$ cat src/rtl/timer.sv
// DMG-style timer: free-running divider, TIMA/TMA/TAC registers, and a
// delayed TMA reload with a one-clk interrupt pulse after TIMA overflow.
module timer #(
    parameter int unsigned RELOAD_DELAY = 4
) (
    input  logic        clk,
    input  logic        reset,
    input  logic [1:0]  t_cycle,
    input  logic [15:0] mem_addr,
    input  logic        mem_enable,
    input  logic        mem_write,
    input  logic [7:0]  mem_data_in,
    output logic [7:0]  mem_data_out,
    output logic        mem_select,
    output logic        irq_timer
);

    localparam int unsigned CNT_W = (RELOAD_DELAY > 1) ? $clog2(RELOAD_DELAY + 1) : 1;

    localparam logic [1:0] ST_IDLE    = 2'd0;
    localparam logic [1:0] ST_PENDING = 2'd1;
    localparam logic [1:0] ST_RELOAD  = 2'd2;

    logic [15:0]      div_q,   div_d;
    logic [7:0]       tima_q,  tima_d;
    logic [7:0]       tma_q,   tma_d;
    logic [2:0]       tac_q,   tac_d;
    logic             tick_q,  tick_d;
    logic [1:0]       state_q, state_d;
    logic [CNT_W-1:0] cnt_q,   cnt_d;
    logic             irq_q,   irq_d;

    logic we_c, we_div_c, we_tima_c, we_tma_c, we_tac_c;
    logic tap_c, tick_c, fall_c;

    // Bus decode: FF04..FF07 share the upper 14 address bits.
    assign mem_select = mem_enable && (mem_addr[15:2] == 14'h3FC1);
    assign we_c       = mem_select && mem_write && (t_cycle == 2'd3);
    assign we_div_c   = we_c && (mem_addr[1:0] == 2'd0);
    assign we_tima_c  = we_c && (mem_addr[1:0] == 2'd1);
    assign we_tma_c   = we_c && (mem_addr[1:0] == 2'd2);
    assign we_tac_c   = we_c && (mem_addr[1:0] == 2'd3);

    always_comb begin
        mem_data_out = 8'hFF;
        if (mem_select) begin
            case (mem_addr[1:0])
                2'd0:    mem_data_out = div_q[15:8];
                2'd1:    mem_data_out = tima_q;
                2'd2:    mem_data_out = tma_q;
                default: mem_data_out = {5'b11111, tac_q};
            endcase
        end
    end

    always_comb begin
        case (tac_q[1:0])
            2'd0:    tap_c = div_q[9];
            2'd1:    tap_c = div_q[3];
            2'd2:    tap_c = div_q[5];
            default: tap_c = div_q[7];
        endcase
    end

    // The enable bit is part of tick, so DIV/TAC writes can produce a falling edge.
    assign tick_c = tac_q[2] && tap_c;
    assign fall_c = tick_q && !tick_c;

    always_comb begin
        div_d   = we_div_c ? 16'h0000 : div_q + 16'd1;
        tma_d   = we_tma_c ? mem_data_in : tma_q;
        tac_d   = we_tac_c ? mem_data_in[2:0] : tac_q;
        tick_d  = tick_c;
        tima_d  = tima_q;
        state_d = state_q;
        cnt_d   = cnt_q;
        irq_d   = 1'b0;

        case (state_q)
            ST_PENDING: begin
                cnt_d = cnt_q - CNT_W'(1);
                if (cnt_q == CNT_W'(1)) begin
                    // Reload edge: TMA (including a same-edge TMA write) beats a TIMA write.
                    tima_d  = tma_d;
                    irq_d   = 1'b1;
                    state_d = ST_RELOAD;
                end else if (we_tima_c) begin
                    tima_d  = mem_data_in;
                    cnt_d   = '0;
                    state_d = ST_IDLE;
                end
            end
            default: begin
                state_d = ST_IDLE;
                if (we_tima_c) begin
                    tima_d = mem_data_in;
                end else if (fall_c) begin
                    if (tima_q == 8'hFF) begin
                        tima_d  = 8'h00;
                        cnt_d   = CNT_W'(RELOAD_DELAY);
                        state_d = ST_PENDING;
                    end else begin
                        tima_d = tima_q + 8'd1;
                    end
                end
            end
        endcase
    end

    always_ff @(posedge clk or negedge reset) begin
        if (!reset) begin
            div_q   <= 16'h0000;
            tima_q  <= 8'h00;
            tma_q   <= 8'h00;
            tac_q   <= 3'b000;
            tick_q  <= 1'b0;
            state_q <= ST_IDLE;
            cnt_q   <= '0;
            irq_q   <= 1'b0;
        end else begin
            div_q   <= div_d;
            tima_q  <= tima_d;
            tma_q   <= tma_d;
            tac_q   <= tac_d;
            tick_q  <= tick_d;
            state_q <= state_d;
            cnt_q   <= cnt_d;
            irq_q   <= irq_d;
        end
    end

    assign irq_timer = irq_q;

endmodule

$ cat config.mk
export PLATFORM = sky130hd
export DESIGN_NAME = timer
export DESIGN_NICKNAME = d
export VERILOG_FILES = /design/src/rtl/timer.sv
export SDC_FILE = /design/constraint.sdc
export NUM_CORES = 1
export LEC_CHECK = 0
export CORE_MARGIN = 2
export CORE_UTILIZATION = 55
export CTS_BUF_LIST = sky130_fd_sc_hd__clkbuf_2 sky130_fd_sc_hd__clkbuf_4 sky130_fd_sc_hd__clkbuf_8
export DETAILED_ROUTE_END_ITERATION = 16
export PLACE_DENSITY = 0.91
export SYNTH_ARGS = -nofsm -noshare
export SYNTH_HDL_FRONTEND = slang
export SYNTH_SLANG_ARGS = --single-unit
$ cat constraint.sdc
create_clock -name clk -period 3.9 [get_ports clk]
set_input_delay 0.78 -clock clk [delete_from_list [all_inputs] [get_ports clk]]
set_output_delay 0.78 -clock clk [all_outputs]
set_load 0.05 [all_outputs]
* Word level (Yosys, flattened, before mapping)
Index checks and enable logic that the tools add are counted.
** Storage, ports and cells
- Bits in registers :: 42
- Input port bits :: 30
- Output and inout bits :: 10
- Word-level logic and storage cells :: 65
** Cells by class
- Add/sub/neg operators :: 3
- Equal/unequal tests :: 12
- Multiplexer cells :: 25
- Reduce and logical (&&, ||, !) cells :: 17
** Operators with widths (number)
- 2-to-1 mux 8 bit :: 8
- case mux 8 bit (3 select lines) :: 1
- 2-to-1 mux 3 bit :: 6
- adder 16 x 1 -> 16 bit (second input constant) :: 1
- 2-to-1 mux 16 bit :: 1
- equality test 14 bit (second input constant) :: 1
- logical AND 1 bit :: 9
- adder 8 x 1 -> 8 bit (second input constant) :: 1
- equality test 2 bit (second input constant) :: 4
- equality test 8 bit (second input constant) :: 1
- equality test 2 x 1 -> 1 bit (second input constant) :: 3
- 2-to-1 mux 2 bit :: 3
- 2-to-1 mux 1 bit :: 5
- logical NOT 2 bit :: 2
- nonzero test 2 bit :: 2
- equality test 3 x 1 -> 1 bit (second input constant) :: 1
- inequality test 3 bit (second input constant) :: 1
- case mux 1 bit (3 select lines) :: 1
- AND reduction 3 bit :: 1
- nonzero test 3 bit :: 1
- subtractor 3 x 1 -> 3 bit (second input constant) :: 1
- inequality test 2 x 1 -> 1 bit (second input constant) :: 1
- AND reduction 2 bit :: 1
- logical NOT 1 bit :: 1

* Logic depth before layout (Yosys ltp)
Gate-level depths: netlist (run 1).
- Depth in word-level cells :: 8
- Gate-level depth with buffers :: 8
- Mapped depth without buffers :: 8

* Least setup slack after synthesis (run 1)
Ideal clock, no wire load.
- Path type :: input port to output port
- From :: in mem_addr[5]
- To :: out mem_data_out[3]
- Arrival :: 2777 ps
- Data required time :: 3120 ps
- Setup slack :: 343 ps
- Stages :: 3
- Path buffers :: 0
- Path through :: or4b_4 nor4_4 nand2_1
** On the way
- Cells in the longest elaborated chain, start to end :: 3
** Ends and longest elaborated chain
- from (decl) :: RTL line 9 : input logic [15:0] mem_addr,
- equality test 14 bit :: RTL line 37 : assign mem_select = mem_enable && (mem_addr[15:2] == 14'h3FC1);
- logical AND 1 bit :: RTL line 37
- via mem_select :: RTL line 14 : output logic mem_select,
- 2-to-1 mux 8 bit :: RTL line 46 : if (mem_select) begin
- to (decl) :: RTL line 13 : output logic [7:0] mem_data_out,
The timed path passes the listed nets, and every way through them passes these cells.

* Worst setup path after layout (run 1)
- From :: in mem_addr[5]
- To :: out mem_data_out[1]
** On the way
- Cells in the longest elaborated chain, start to end :: 3
** Ends and longest elaborated chain (RTL line)
- equality test 14 bit :: 37
- logical AND 1 bit :: 37
- 2-to-1 mux 8 bit :: 46
No other way between the ends.

==> reports/qor.yml, run 1 <==
power_and_ir_drop:
  pwr_density_cell_nw_per_um2: 300
  p_seq_frac: 0.473
  p_clk_frac: 0.460
  ir_worst_vdd_mv: 0.247
  switching_share: 0.199
  finalPower_w: 0.000928
  p_leak_nw: 1.34
  netSwitchingPower_w: 0.000184
  p_comb_frac: 0.067
  intPower_w: 0.000743
timing:
  period_needed_ps: 3520
  fin_setup_tns_ps: 0
  finalHoldViolCount: 0
  slew_violations: 0
  setup_viol: 0
  fmax_mhz: 284
  fin_crit_sh: 0.904
  tightest_slew_ps: 1040
  setup_ws_ps: 376
  relSlewSlack: 0.308
  rsz0062_at_grt: "no"
  fin_skew_ps: 11.3
grt:
  antenna_found_initial: 0
  grt_max_degree: 43
  gr-usage-all-layers: 0.265
  grt_pass1_vias: 2147
  grt-ovfl-total: 0
  grt_pass1_wl_um: 10400
synth:
  ys_warn_count: 0
  syn_area_um2: 2520
  synthCells: 263
  yosysSeqAreaShare: 0.418
  yosysUniqueCellTypes: 46
  avgSynthCellArea_um2: 9.57
  ys_ff_latch: 42
  syn_nets: 297
hold_path:
  hp-class: "flip-flop to flip-flop"
route:
  drt_wl_total_um: 6480
  drc_errors: 0
  drt-initial-drc-count: 206
  first_pass_iters: 5
  routed-via-count: 2276
  drt-wirelength-per-cell_um: 18.1
  vias_per_cell: 6.38
  ant_nets: 0
cts:
  post_cts_buffers: 0
  clock_sinks: 42
  holdBufCountCts: 0
  htree_num_levels: 2
  insertion_delay_ps: 300
  cts_made_buffers: 5
  cts-root-buf: "clkbuf_8"
  clk_pin_slew_worst_paths_ps: 80
  clock_path_buffers: 2
  cts.repair.resized: 0
  cts_tree: "done"
critical_path:
  crit_path_start_kind: "input pin"
  worst_ep_arrival_time_ps: 2740
  cp.required_ps: 3120
  critPathKind: "input pin to primary output"
  cp-end-kind: "primary output"
  cp_max_fo: 7
cells_and_area:
  diodes: 0
  area_growth_pct: 22.7
  stdcell_count: 357
  nets: 338
  drive_gt1_frac: 0.161
placed_design:
  place_ws_ps: 406
  gp_congestion: 0.852
  placedCellCount: 349
  hpwl_um: 4590
  portBuffers: 39
die:
  dieArea_um2: 5130
  core_area_um2: 4380
  start_util: 0.574
  die_y_um: 71.6
  rows: 24
  fp.dieW_um: 71.6
  ioPinCount: 40
outcome:
  outcome: "finished, final reports clean"
flow_run:
  max-cap-violations: 0
[metal layers]
metal | vias up | wire length (µm) | track usage
met5 | - | 0 | 0
met4 | 0 | 251 | 0.153
met3 | 28 | 584 | 0.0478
met2 | 133 | 3030 | 0.405
met1 | 1086 | 2620 | 0.356
li1 | 1029 | - | -
[cell families after synthesis]
kind of cell / Yosys count / synth area share
simple gates: 107 / 0.221
compound gates: 54 / 0.142
flops: 42 / 0.418
mux: 21 / 0.106
xor+xnor: 19 / 0.0661
buf+inv: 16 / 0.0274
fa+ha+maj: 4 / 0.0199
[power by group through the flow]
stage               clock network [W]  registers [W]   logic, W
floorplan                           0       0.000447  0.0000180
global placement                    0       0.000447  0.0000608
finish                       0.000427       0.000439  0.0000619
detailed placement                  0       0.000447  0.0000621
CTS                          0.000430       0.000439  0.0000626
global route                 0.000446       0.000439  0.0000678
[cells in the final DEF (no fill, tap or decap), types with 2 or more instances in the layout]
cell type and count:
nand2_1 29, and3_1 5, nand4_1 5, dfrtp_1 42, xnor2_1 7, a21oi_1 10, nor2_1 28, clkdlybuf4s50_1 29
o221ai_1 4, mux2_2 15, nand3_1 12, or2b_1 3, xor2_1 12, nor3_4 2, mux2i_1 3, mux4_2 3
buf_4 12, o31ai_1 3, nor3_1 6, bufinv_16 2, o22ai_1 9, o211ai_1 3, o21ai_0 14, o22a_1 3
inv_1 7, clkbuf_8 6, ha_1 4, nor2b_1 5, nand2b_1 3
[synth_stat cells, drive strengths merged]
master | count | area [µm²]
dfrtp | 42 | 1050
nand2 | 30 | 115
nor2 | 29 | 111
mux2 | 15 | 169
o21ai | 14 | 70.1
nand3 | 12 | 60.1
xor2 | 12 | 105
a21oi | 10 | 50.1
o22ai | 9 | 56.3
nor3 | 8 | 62.6
inv | 7 | 26.3
xnor2 | 7 | 61.3
and3 | 5 | 31.3
clkbuf | 5 | 18.8
nand4 | 5 | 31.3
nor2b | 5 | 31.3
buf | 4 | 23.8
ha | 4 | 50.1
o221ai | 4 | 35.0
mux2i | 3 | 30.0
mux4 | 3 | 67.6
nand2b | 3 | 18.8
o211ai | 3 | 22.5
o22a | 3 | 26.3
o31ai | 3 | 22.5
or2b | 3 | 22.5
a211o | 1 | 8.76
a21o | 1 | 7.51
a22o | 1 | 8.76
a31o | 1 | 8.76
a31oi | 1 | 6.26
a32o | 1 | 10.0
a41oi | 1 | 16.3
and2 | 1 | 6.26
and4 | 1 | 8.76
nor3b | 1 | 7.51
nor4 | 1 | 21.3
o21a | 1 | 7.51
or2 | 1 | 6.26
or3b | 1 | 8.76
or4b | 1 | 13.8
[layout make-up]
cell class	count	area [µm²]
clock buffer	6	82.6
clock inverter	2	60.1
fill	304	1300
inverter	7	26.3
multi-input combinational	205	1400
sequential	42	1050
tap	52	65.1
timing repair buffer	43	405
[sequential cells by signal, indices dropped and copies added (netlist names)]
| signal | cells |
|---|---|
| tma_q | 8 |
| tac_q | 3 |
| tima_q | 8 |
| state_q | 2 |
| irq_timer | 1 |
| tick_q | 1 |
| div_q | 16 |
| cnt_q | 3 |
[worst max-delay path, stage by stage]
cell	delay, ps
clkdlybuf4s50_1	400
or4b_4	580
nor4_4	490
or2b_1	290
buf_4	190
[stage by stage]
step	util	cell area, µm²	hold WS, ps
2_1_floorplan	-	2520	450
3_3_place_gp	0.672	2940	468
3_5_place_dp	0.672	2940	477
4_1_cts	0.704	3090	494
5_1_grt	0.704	3090	512
6_report	0.704	3090	488
[worst paths after layout]
check | from | to | slack [ps] | cells after the start
worst min register to register | div_q[0] | div_q[0] | 490 | 1
worst max-delay path | mem_addr[5] | mem_data_out[1] | 380 | 5
max in group asynchronous | reset | tima_q[0] | 2680 | 1
worst min-delay path | div_q[0] | div_q[0] | 490 | 1
min in group asynchronous | reset | cnt_q[2] | 630 | 1
worst max register to register | state_q[1] | tima_q[2] | 1660 | 6
Power figures use the tool's default switching activity.
==> run 2: changes to the inputs <==
--- a/config.mk
+++ b/config.mk
@@ -9,7 +9,7 @@
 export CORE_UTILIZATION = 55
 export CTS_BUF_LIST = sky130_fd_sc_hd__clkbuf_2 sky130_fd_sc_hd__clkbuf_4 sky130_fd_sc_hd__clkbuf_8
 export DETAILED_ROUTE_END_ITERATION = 16
-export PLACE_DENSITY = 0.91
+export PLACE_DENSITY = 0.82
 export SYNTH_ARGS = -nofsm -noshare
 export SYNTH_HDL_FRONTEND = slang
 export SYNTH_SLANG_ARGS = --single-unit
==> run 2 against run 1 <==
Sequential cell count did not move; sequential share of layout area up 0.46 points; design area down 1.3%; critical endpoint is now mem_data_out[7]; largest power group unchanged.
==> reports/qor.yml, run 2 (same netlist as run 1, synthesis figures left out) <==
outcome:
  outcome: "finished, final reports clean"  # unchanged
cts:
  clk_pin_slew_worst_paths_ps: 80  # about the same
  holdBufCountCts: 0  # unchanged
  cts.repair.resized: 0  # unchanged
  insertion_delay_ps: 300  # about the same
  cts_made_buffers: 5  # unchanged
  cts-root-buf: "clkbuf_8"  # unchanged
  clock_path_buffers: 2  # unchanged
  htree_num_levels: 2  # unchanged
  post_cts_buffers: 0  # unchanged
  clock_sinks: 42  # unchanged
  cts_tree: "done"  # unchanged
placed_design:
  gp_congestion: 0.901  # was 0.852
  hpwl_um: 4520  # was 4590 µm
  portBuffers: 39  # unchanged
  placedCellCount: 348  # was 349
timing:
  tightest_slew_ps: 1040  # about the same
  fin_crit_sh: 0.893  # was 0.904
  rsz0062_at_grt: "no"  # unchanged
  slew_violations: 0  # unchanged
  period_needed_ps: 3480  # was 3520 ps
  finalHoldViolCount: 0  # unchanged
  setup_viol: 0  # unchanged
  fmax_mhz: 287  # was 284 MHz
  fin_skew_ps: 8.29  # was 11.3 ps
  relSlewSlack: 0.304  # was 0.308
  fin_setup_tns_ps: 0  # unchanged
critical_path:
  critPathKind: "input pin to primary output"  # unchanged
  cp_max_fo: 7  # unchanged
  cp_common_cell: "buf_4"
  crit_path_start_kind: "input pin"  # unchanged
  critical_path.top_delay_family: "simple AND/OR/NAND/NOR gates"  # unchanged
  reg2reg_slack_ps: 1710  # was 1660 ps
  cp-end-kind: "primary output"  # unchanged
  cp_num_buf_inv: 3  # was 2
  worst_ep_arrival_time_ps: 2700  # was 2740 ps
  crit_slowest_cell: "or4b_4"  # unchanged
  cpPeakStageDelay_ps: 580  # about the same
  cp.required_ps: 3120  # about the same
  path_cells: "clkdlybuf4s50_1 -> or4b_4 -> nor4_4 -> buf_4 -> nand2_1 -> buf_4"  # was clkdlybuf4s50_1 -> or4b_4 -> nor4_4 -> or2b_1 -> buf_4
die:
  die_y_um: 71.6  # unchanged
  start_util: 0.574  # unchanged
  core_area_um2: 4380  # unchanged
  rows: 24  # unchanged
  fp.dieW_um: 71.6  # unchanged
  ioPinCount: 40  # unchanged
  dieArea_um2: 5130  # unchanged
cells_and_area:
  reg_top3: "div_q x16, tima_q x8, tma_q x8"  # unchanged
  drive_gt1_frac: 0.158  # was 0.161
  diodes: 0  # unchanged
  final_cell_mix: "42 x dfrtp_1, 29 x nand2_1, 29 x clkdlybuf4s50_1"  # unchanged
  area_growth_pct: 21.0  # was 22.7%
  regMostFlops: "div_q"  # unchanged
  stdcell_count: 356  # was 357
  multi_input_area_um2: 1400  # unchanged
  nFillCells: 355  # was 304
  largest_reg_flops: 16  # unchanged
  nets: 337  # was 338
  final_common_cell: "dfrtp_1"  # unchanged
  final-seq-area_um2: 1050  # unchanged
power_and_ir_drop:
  p_comb_frac: 0.074  # was 0.067
  p_leak_nw: 1.32  # was 1.34 nW
  p_clk_frac: 0.404  # was 0.460
  switching_share: 0.216  # was 0.199
  pwr_density_cell_nw_per_um2: 276  # was 300 nW/µm²
  p_seq_frac: 0.522  # was 0.473
  ir_worst_vdd_mv: 0.249  # was 0.247 mV
  netSwitchingPower_w: 0.000181  # was 0.000184 W
  intPower_w: 0.000659  # was 0.000743 W
  finalPower_w: 0.000840  # was 0.000928 W
grt:
  antenna_found_initial: 0  # unchanged
  grt_pass1_vias: 2057  # was 2147
  grt-ovfl-total: 0  # unchanged
  grt_pass1_wl_um: 10200  # was 10400 µm
  gr-usage-all-layers: 0.260  # was 0.265
  grt_max_degree: 43  # unchanged
hold_path:
  hp-class: "flip-flop to flip-flop"  # unchanged
route:
  first_pass_iters: 5  # unchanged
  drt-wirelength-per-cell_um: 17.1  # was 18.1 µm
  vias_per_cell: 6.07  # was 6.38
  ant_nets: 0  # unchanged
  drt_wl_total_um: 6080  # was 6480 µm
  drt-initial-drc-count: 229  # was 206
  drc_errors: 0  # unchanged
  routed-via-count: 2162  # was 2276
flow_run:
  max-cap-violations: 0  # unchanged
run 2: cell types whose count changed in the layout (fill, tap and decap cells not counted), sizes merged:
cell	delta
clkinv	+2
clkbuf	-1
buf	-1
bufinv	-1
run 2: area by class of cell:
type / count / share of cell area
clock buffer: 5 / 0.0226
clock inverter: 3 / 0.0131
inverter: 7 / 0.00863
multi-input combinational: 205 / 0.459
sequential: 42 / 0.345
tap: 52 / 0.0214
timing repair buffer: 42 / 0.131
run 2: power by group through the flow:
stage	Sequential, W	Combinational (W)	Clock (W)
after detailed placement	0.000447	0.0000625	0
after CTS	0.000439	0.0000630	0.000347
after global placement	0.000447	0.0000615	0
after floorplan	0.000447	0.0000180	0
after global routing	0.000439	0.0000685	0.000369
final	0.000439	0.0000621	0.000339
run 2: final timing paths:
path,start,to,cells after the start
worst min register to register,div_q[0],div_q[0],1
max in group asynchronous,reset,div_q[6],1
min in group asynchronous,reset,tma_q[1],1
worst max-delay path,mem_addr[5],mem_data_out[7],6
worst min-delay path,div_q[0],div_q[0],1
worst max register to register,state_q[1],tima_q[7],6
run 2: routing by layer:
layer | global-route usage | vias up | wire (µm)
met2 | 0.407 | 91 | 2870
met4 | 0.0985 | 0 | 112
met5 | 0 | - | 0
met1 | 0.356 | 1035 | 2600
li1 | - | 1023 | -
met3 | 0.0591 | 13 | 492
run 2: metrics by stage:
step                hold slack [ps]  cell area [µm²]  setup slack [ps]  utilization
finish                          490             3050               415        0.695
global route                    523             3050               343        0.695
CTS                             496             3050               402        0.695
detailed placement              486             2940               426        0.670
global placement                470             2940               441        0.670
floorplan                       450             2520               343            -
==> run 3: changes to the inputs <==
--- a/config.mk
+++ b/config.mk
@@ -7,9 +7,10 @@
 export LEC_CHECK = 0
 export CORE_MARGIN = 2
 export CORE_UTILIZATION = 55
-export CTS_BUF_LIST = sky130_fd_sc_hd__clkbuf_2 sky130_fd_sc_hd__clkbuf_4 sky130_fd_sc_hd__clkbuf_8
+export CTS_BUF_LIST = sky130_fd_sc_hd__clkbuf_8
 export DETAILED_ROUTE_END_ITERATION = 16
-export PLACE_DENSITY = 0.82
+export PLACE_DENSITY = 0.78
+export SKIP_LAST_GASP = 1
 export SYNTH_ARGS = -nofsm -noshare
 export SYNTH_HDL_FRONTEND = slang
 export SYNTH_SLANG_ARGS = --single-unit
==> run 3 against run 2 <==
Sequential cell count unchanged; critical path depth is 1 lower; critical path type unchanged; critical endpoint is now mem_data_out[0]; maximum frequency shrank 0.13%.
==> reports/qor.yml, run 3 (same netlist as run 1, synthesis figures left out) <==
route:
  routed-via-count: 2162  # unchanged
  wl_met2_um: 2720  # was 2870 µm
  first_pass_iters: 4  # was 5
  drt-wirelength-per-cell_um: 16.7  # was 17.1 µm
  drt-initial-drc-count: 234  # was 229
  highest_layer: "met4"  # unchanged
  met3WireLength_um: 445  # was 492 µm
  ant_nets: 0  # unchanged
  drc_errors: 0  # unchanged
  drt_wl_total_um: 5980  # was 6080 µm
  m1WireLength_um: 2650  # was 2600 µm
  vias_per_cell: 6.06  # was 6.07
timing:
  slew_violations: 0  # unchanged
  rsz0062_at_grt: "no"  # unchanged
  tightest_slew_ps: 1010  # was 1040 ps
  hold_ws_ps: 494  # was 490 ps
  fin_crit_sh: 0.895  # was 0.893
  finalHoldViolCount: 0  # unchanged
  setup_viol: 0  # unchanged
  fmax_mhz: 287  # about the same
  fin_skew_ps: 9.18  # was 8.29 ps
  period_needed_ps: 3490  # was 3480 ps
  relSlewSlack: 0.327  # was 0.304
  fin_setup_tns_ps: 0  # unchanged
cells_and_area:
  regMostFlops: "div_q"  # unchanged
  drive_gt1_frac: 0.161  # was 0.158
  largest_reg_flops: 16  # unchanged
  nets: 338  # was 337
  diodes: 0  # unchanged
  final_cell_mix: "42 x dfrtp_1, 29 x nand2_1, 29 x clkdlybuf4s50_1"  # unchanged
  area_growth_pct: 21.5  # was 21.0%
  finish.instance_area_um2: 3060  # was 3050 µm²
  final_common_cell: "dfrtp_1"  # unchanged
  reg_top3: "div_q x16, tima_q x8, tma_q x8"  # unchanged
grt:
  gr-usage-all-layers: 0.252  # was 0.260
  grt_max_degree: 43  # unchanged
  grt-ovfl-total: 0  # unchanged
  grt_pass1_vias: 2160  # was 2057
  antenna_found_initial: 0  # unchanged
  grt_pass1_wl_um: 9940  # was 10200 µm
critical_path:
  cpPeakStageDelay_ps: 580  # about the same
  path_cells: "clkdlybuf4s50_1 -> or4b_4 -> nor4_4 -> or2b_1 -> buf_4"  # was clkdlybuf4s50_1 -> or4b_4 -> nor4_4 -> buf_4 -> nand2_1 -> buf_4
  critPathKind: "input pin to primary output"  # unchanged
  cp.required_ps: 3120  # about the same
  cp-end-kind: "primary output"  # unchanged
  worst_ep_arrival_time_ps: 2710  # was 2700 ps
  crit_slowest_cell: "or4b_4"  # unchanged
  cp_max_fo: 8  # was 7
  crit_path_start_kind: "input pin"  # unchanged
die:
  core_area_um2: 4380  # unchanged
  start_util: 0.574  # unchanged
  dieArea_um2: 5130  # unchanged
  ioPinCount: 40  # unchanged
  die_y_um: 71.6  # unchanged
  rows: 24  # unchanged
  fp.dieW_um: 71.6  # unchanged
power_and_ir_drop:
  netSwitchingPower_w: 0.000190  # was 0.000181 W
  pwr_density_cell_nw_per_um2: 278  # was 276 nW/µm²
  switching_share: 0.223  # was 0.216
  p_clk_frac: 0.411  # was 0.404
  intPower_w: 0.000661  # was 0.000659 W
  p_comb_frac: 0.073  # was 0.074
  p_seq_frac: 0.516  # was 0.522
  p_leak_nw: 1.32  # about the same
  ir_worst_vdd_mv: 0.241  # was 0.249 mV
hold_path:
  hp-class: "flip-flop to flip-flop"  # unchanged
placed_design:
  portBuffers: 39  # unchanged
  hpwl_um: 4380  # was 4520 µm
  gp_congestion: 0.872  # was 0.901
  place_area_um2: 2940  # about the same
cts:
  holdBufCountCts: 0  # unchanged
  insertion_delay_ps: 300  # about the same
  cts_tree: "done"  # unchanged
  htree_num_levels: 2  # unchanged
  cts.repair.resized: 0  # unchanged
  clk_pin_slew_worst_paths_ps: 80  # about the same
  cts_made_buffers: 5  # unchanged
  clock_sinks: 42  # unchanged
  post_cts_buffers: 0  # unchanged
  clock_path_buffers: 2  # unchanged
  cts-root-buf: "clkbuf_8"  # unchanged
flow_run:
  max-cap-violations: 0  # unchanged
outcome:
  outcome: "finished, final reports clean"  # unchanged
==> run 3: power by group through the flow <==
stage	sequential (W)	clock (W)	combinational, W
3_3_place_gp	0.000447	0	0.0000615
2_1_floorplan	0.000447	0	0.0000180
5_1_grt	0.000439	0.000375	0.0000680
4_1_cts	0.000439	0.000359	0.0000627
3_5_place_dp	0.000447	0	0.0000623
6_report	0.000439	0.000350	0.0000620
==> run 3: area by class of cell <==
cell class / count / area (µm²)
tap: 52 / 65.1
sequential: 42 / 1050
clock buffer: 5 / 68.8
multi-input combinational: 205 / 1400
inverter: 7 / 26.3
fill: 358 / 1330
clock inverter: 3 / 45.0
timing repair buffer: 43 / 405
==> run 3: path summary, 6_finish.rpt <==
kind / endpoint / slack [ps] / depth (start not counted) / start
worst min register to register: div_q[0] / 490 / 1 / div_q[0]
worst max-delay path: mem_data_out[0] / 410 / 5 / mem_addr[5]
max in group asynchronous: cnt_q[2] / 2670 / 1 / reset
worst max register to register: tima_q[1] / 1760 / 4 / state_q[1]
worst min-delay path: div_q[0] / 490 / 1 / div_q[0]
min in group asynchronous: cnt_q[0] / 630 / 1 / reset
==> run 3: worst max-delay path: cells and delay by family <==
| family | cells | cell delay, ps |
|---|---|---|
| simple gates | 3 | 1340 |
| buf+inv | 2 | 590 |
==> run 3: routing by layer <==
metal  up-vias  GRT usage
met1      1020      0.332
met2        90      0.406
met5         -          0
met4         0      0.111
li1       1034          -
met3        18     0.0492
==> run 3: per-stage QoR <==
step                      total power, W   util  instances  setup slack, ps
final                           0.000851  0.697        357              411
after global placement          0.000509  0.672        349              453
after global routing            0.000882  0.697        357              362
after detailed placement        0.000510  0.672        349              427
after CTS                       0.000861  0.697        357              420
after floorplan                 0.000465      -        263              343
